$ cat src/rtl/rom32x4_arb.sv
// Two-port burst read arbiter in front of a 32x4 ROM with a registered output.
// Grants one burst at a time and returns data tagged to its owner two cycles after issue.
module rom32x4_arb #(
  parameter string ARB_MODE = "ROUND_ROBIN"
) (
  input  logic       ck,
  input  logic       rstn,
  input  logic       req0,
  input  logic       req1,
  input  logic [4:0] adr0,
  input  logic [4:0] adr1,
  input  logic [1:0] len0,
  input  logic [1:0] len1,
  output logic       gnt0,
  output logic       gnt1,
  output logic       vld0,
  output logic       vld1,
  output logic [3:0] dat0,
  output logic [3:0] dat1,
  output logic [4:0] rad,
  input  logic [3:0] rqdo,
  output logic       busy
);

  localparam int   DATA_W    = 4;
  localparam int   ADDR_W    = 5;
  localparam logic FIXED_PRI = (ARB_MODE == "FIXED");

  typedef enum logic {IDLE, BURST} state_t;

  state_t              state, state_n;
  logic [1:0]          cnt, cnt_n;
  logic                own, own_n;
  logic                pri, pri_n;
  logic [ADDR_W-1:0]   rad_n;
  logic                gnt0_n, gnt1_n;
  logic                issue;
  logic                win;

  logic                vld_p0, own_p0;
  logic                vld_p1, own_p1;

  // Sequential ROM address; 31 rolls over to 0.
  function automatic logic [ADDR_W-1:0] next_addr(input logic [ADDR_W-1:0] a);
    return a + ADDR_W'(1);
  endfunction

  // A lone requester always wins; contention is resolved by policy.
  function automatic logic pick(input logic r0, input logic r1, input logic p);
    if (r0 && r1)
      return FIXED_PRI ? 1'b0 : p;
    return r1;
  endfunction

  always_comb begin
    state_n = state;
    cnt_n   = cnt;
    own_n   = own;
    pri_n   = pri;
    rad_n   = rad;
    gnt0_n  = 1'b0;
    gnt1_n  = 1'b0;
    issue   = 1'b0;
    win     = 1'b0;
    unique case (state)
      IDLE: begin
        if (req0 || req1) begin
          win    = pick(req0, req1, pri);
          issue  = 1'b1;
          own_n  = win;
          gnt0_n = ~win;
          gnt1_n = win;
          rad_n  = win ? adr1 : adr0;
          cnt_n  = win ? len1 : len0;
          if (req0 && req1 && !FIXED_PRI)
            pri_n = ~pri;
          state_n = (cnt_n == 2'd0) ? IDLE : BURST;
        end
      end
      BURST: begin
        issue = 1'b1;
        rad_n = next_addr(rad);
        cnt_n = cnt - 2'd1;
        if (cnt == 2'd1)
          state_n = IDLE;
      end
      default: state_n = IDLE;
    endcase
  end

  // Stage 0: arbitration, address issue and burst bookkeeping.
  always_ff @(posedge ck or negedge rstn) begin
    if (!rstn) begin
      state  <= IDLE;
      cnt    <= 2'd0;
      own    <= 1'b0;
      pri    <= 1'b0;
      rad    <= '0;
      gnt0   <= 1'b0;
      gnt1   <= 1'b0;
      vld_p0 <= 1'b0;
      own_p0 <= 1'b0;
    end else begin
      state  <= state_n;
      cnt    <= cnt_n;
      own    <= own_n;
      pri    <= pri_n;
      rad    <= rad_n;
      gnt0   <= gnt0_n;
      gnt1   <= gnt1_n;
      vld_p0 <= issue;
      own_p0 <= own_n;
    end
  end

  // Stage 1: the ROM latches the issued address this edge.
  always_ff @(posedge ck or negedge rstn) begin
    if (!rstn) begin
      vld_p1 <= 1'b0;
      own_p1 <= 1'b0;
    end else begin
      vld_p1 <= vld_p0;
      own_p1 <= own_p0;
    end
  end

  // Stage 2: steer ROM data to its owner; idle ports keep their last word.
  always_ff @(posedge ck or negedge rstn) begin
    if (!rstn) begin
      vld0 <= 1'b0;
      vld1 <= 1'b0;
      dat0 <= '0;
      dat1 <= '0;
    end else begin
      vld0 <= vld_p1 & ~own_p1;
      vld1 <= vld_p1 & own_p1;
      if (vld_p1 && !own_p1)
        dat0 <= rqdo[DATA_W-1:0];
      if (vld_p1 && own_p1)
        dat1 <= rqdo[DATA_W-1:0];
    end
  end

  assign busy = (state == BURST);

endmodule
$ cat config.mk
export PLATFORM = sky130hd
export DESIGN_NAME = rom32x4_arb
export DESIGN_NICKNAME = d
export VERILOG_FILES = /design/src/rtl/rom32x4_arb.sv
export SDC_FILE = /design/constraint.sdc
export NUM_CORES = 1
export LEC_CHECK = 0
export BUFFER_PORTS_ARGS = -buffer_cell sky130_fd_sc_hd__buf_4
export CAP_MARGIN = 10
export CORE_ASPECT_RATIO = 1.5
export CORE_MARGIN = 5
export CORE_UTILIZATION = 32
export DETAILED_ROUTE_END_ITERATION = 8
export GPL_ROUTABILITY_DRIVEN = 1
export HOLD_SLACK_MARGIN = 0.08
export PLACE_DENSITY = 0.55
export SYNTH_ARGS = -nofsm -noshare
export SYNTH_HDL_FRONTEND = slang
export SYNTH_SLANG_ARGS = --single-unit
export TNS_END_PERCENT = 100
$ cat constraint.sdc
create_clock -name ck -period 1.6 [get_ports ck]
set_clock_uncertainty 0.2 [all_clocks]
set_input_delay 0 -clock ck [delete_from_list [all_inputs] [get_ports ck]]
set_output_delay 0 -clock ck [all_outputs]
set_load 0.1 [all_outputs]
==> impl_metrics.py <==
metrics = {
    "floorplanning": {
        "die-area_mm2": 0.00494,
        "start_util_pct": 33.5,
        "core_mm2": 0.00345,
        "die_height_um": 83.6,
        "fp.dieW_um": 59.1,
        "io_pins": 40,
        "rows": 26,
    },
    "yosys": {
        "synthFlopType": "dfrtp_1",
        "synth_cell_types": 31,
        "synth_seq_cells": 25,
        "async_flop_share_pct": 100,
        "syn-num-nets": 123,
        "netlist_area_mm2": 0.00115,
        "synth_top_area_share_pct": 54.2,
        "synth_cells": 99,
        "yosys-top-cells-area": "dfrtp_1 (54%), mux2_2 (7.8%), o41ai_2 (4.2%)",
        "synth_seq_area_share_pct": 54.2,
        "synth_edf_count": 0,
        "yosysWarnings": 0,
        "synth.avg_cell_area_um2": 11.7,
        "synth_area_leader_cell": "dfrtp_1",
    },
    "final_layout": {
        "drive_above_1_share_pct": 40.3,
        "area_growth_pct": 51.7,
        "diodes": 0,
        "fin_nets": 184,
    },
    "detailed_routing": {
        "wl_per_cell_um": 13.7,
        "drt_iter0_markers": 7,
        "via_per_inst": 4.84,
        "postRouteAntennaNets": 0,
        "dr.pass1.iters": 3,
        "wirelength_um": 2750,
        "drc": 0,
        "vias": 972,
    },
    "grt": {
        "overflow": 0,
        "grt.total_usage_pct": 12.3,
        "antenna_found_initial": 0,
        "grt_max_degree": 26,
        "grt_pass1_vias": 1080,
        "grt_pass1_wl_um": 4800,
    },
    "worst_setup_path": {
        "worst-path-buf-inv": 0,
        "crit_path_max_incr_delay_ns": 0.39,
        "rr_startpoint": "own_p1",
        "worst-setup-path-type": "reg -> reg",
        "critPathLaunchType": "flop",
        "cp_slowest_cell": "dfrtp_1",
        "critical_path_arrival_ns": 1.39,
        "r2r_slack_ns": 0.16,
        "critPathMaxFanout": 5,
        "worstReg2RegEnd": "dat0[0]",
        "r2r.worst_path.cells": 2,
        "required_ns": 1.55,
        "crit_family": "flip-flops",
        "cp-end-kind": "flop",
        "crit_path_cell_trace": "nor2b_1 > mux2_2",
    },
    "sta": {
        "min_period_ns": 1.44,
        "setup_violations": 0,
        "timing.fmax_mhz": 695,
        "slew_viol_final": 0,
        "finalCritPeriodShare_pct": 89.9,
        "slew_headroom_pct": 71.7,
        "fin_tns_setup_ns": 0,
        "rsz0062_at_grt": "no",
        "tightest_slew_ns": 0.423,
        "hold_viol_final": 0,
    },
    "clock_tree": {
        "numCtsBuffers": 3,
        "cts_resized": 0,
        "htree_levels": 1,
        "post_cts_buffers": 0,
        "clockBufferDepth": 2,
        "holdBufCountCts": 22,
        "tritoncts": "built",
        "root_buffer": "clkbuf_8",
        "insertion_delay_ns": 0.26,
        "clock_sinks": 25,
        "path_clk_slew_ns": 0.09,
    },
    "min_path": {
        "holdCritStartpoint": "vld_p0",
        "hold-path-cell-count": 0,
        "min_path_type": "reg -> reg",
        "whs_endpoint": "vld_p1",
    },
    "outcome": {
        "status": "completed",
    },
    "place": {
        "place.gp.congestion": 0.726,
        "port-buffer-count": 39,
        "dp_hpwl_um": 1880,
    },
    "flow_run": {
        "drv_cap": 0,
    },
}
==> logic make-up (layout without fill, tap and decap cells) <==
group | Yosys count | after routing | share of synthesized area [%]
simple gates | 34 | 34 | 14.8
fa+ha+maj | 2 | 2 | 2.17
flops | 25 | 25 | 54.2
buf+inv | 7 | 67 | 3.25
mux | 10 | 10 | 9.53
xor+xnor | 4 | 4 | 3.03
compound gates | 17 | 17 | 13.0
==> layout make-up <==
cell class | count | area (um2)
Fill cell | 328 | 1700
Sequential cell | 25 | 641
Inverter | 2 | 7.51
Clock inverter | 1 | 5.00
Clock buffer | 3 | 41.3
Tap cell | 42 | 52.6
Timing Repair Buffer | 61 | 513
Multi-Input combinational cell | 67 | 492
==> through the flow <==
| stage | std cells | hold slack, ns | setup WS [ns] | utilization [%] | area [um2] |
|---|---|---|---|---|---|
| floorplan | 99 | -0.496 | 0.0428 | - | 1170 |
| global placement | 175 | -0.274 | 0.182 | 43.1 | 1490 |
| detailed placement | 175 | -0.275 | 0.170 | 43.1 | 1490 |
| CTS | 201 | 0.157 | 0.151 | 50.8 | 1750 |
| global route | 201 | 0.164 | 0.0647 | 50.8 | 1750 |
| finish | 201 | 0.158 | 0.161 | 50.8 | 1750 |
==> placed cells by master (no fill, tap or decap) <==
| cell | synthesis | final |
|---|---|---|
| a211oi_1 | 3 | 3 |
| a21oi_1 | 3 | 3 |
| a21oi_2 | 1 | 1 |
| a221oi_1 | 1 | 1 |
| a22oi_1 | 2 | 2 |
| a311oi_1 | 1 | 1 |
| a31o_2 | 1 | 1 |
| a32oi_1 | 1 | 1 |
| and2_1 | 1 | 1 |
| and2b_1 | 4 | 4 |
| buf_4 | 0 | 39 |
| clkbuf_8 | 0 | 3 |
| clkinv_2 | 0 | 1 |
| dfrtp_1 | 25 | 19 |
| dfrtp_2 | 0 | 3 |
| dfrtp_4 | 0 | 3 |
| dlygate4sd3_1 | 0 | 22 |
| ha_1 | 2 | 2 |
| inv_1 | 2 | 2 |
| mux2_2 | 8 | 8 |
| mux2i_1 | 2 | 2 |
| nand2_1 | 7 | 7 |
| nand2_2 | 1 | 1 |
| nand2_4 | 1 | 1 |
| nand2b_1 | 1 | 1 |
| nand3_1 | 3 | 3 |
| nor2_1 | 12 | 12 |
| nor2b_1 | 2 | 2 |
| nor4_1 | 1 | 1 |
| o21ai_0 | 1 | 1 |
| o41ai_2 | 3 | 3 |
| or3_1 | 1 | 1 |
| xnor2_1 | 2 | 2 |
| xor2_1 | 2 | 2 |
==> synthesized netlist by cell type, types with 2 or more instances <==
master,n
dfrtp_1,25
nor2_1,12
mux2_2,8
nand2_1,7
and2b_1,4
a211oi_1,3
a21oi_1,3
buf_2,3
nand3_1,3
o41ai_2,3
a22oi_1,2
ha_1,2
inv_1,2
mux2i_1,2
nor2b_1,2
xnor2_1,2
xor2_1,2
==> registers in the layout (all words and copies together), names as in the netlist, 2 cells and up <==
register / flops
rad: 5
dat0: 4
dat1: 4
cnt: 2
==> routing by layer <==
layer | global-route usage (%) | wire length [um] | share of wire (%)
met1 | 13.9 | 1100 | 40
met3 | 2.32 | 196 | 7.1
met2 | 22.6 | 1440 | 52
met4 | 3.09 | 12 | 0.44
met5 | 0 | 0 | 0
==> worst max path at each step <==
stage / start / end / slack (ns) / depth (start not counted)
final: own_p1 / dat0[0] / 0.16 / 2
after global routing: pri / busy / 0.06 / 4
after CTS: own_p1 / dat0[0] / 0.15 / 2
after detailed placement: own_p1 / dat0[0] / 0.17 / 2
after global placement: own_p1 / dat0[2] / 0.18 / 2
after floorplan: busy / busy / 0.04 / 4
Power is left out: the tool's default activity adds up to more than one toggle a clock period on the data nets, which glitch-free logic cannot reach.
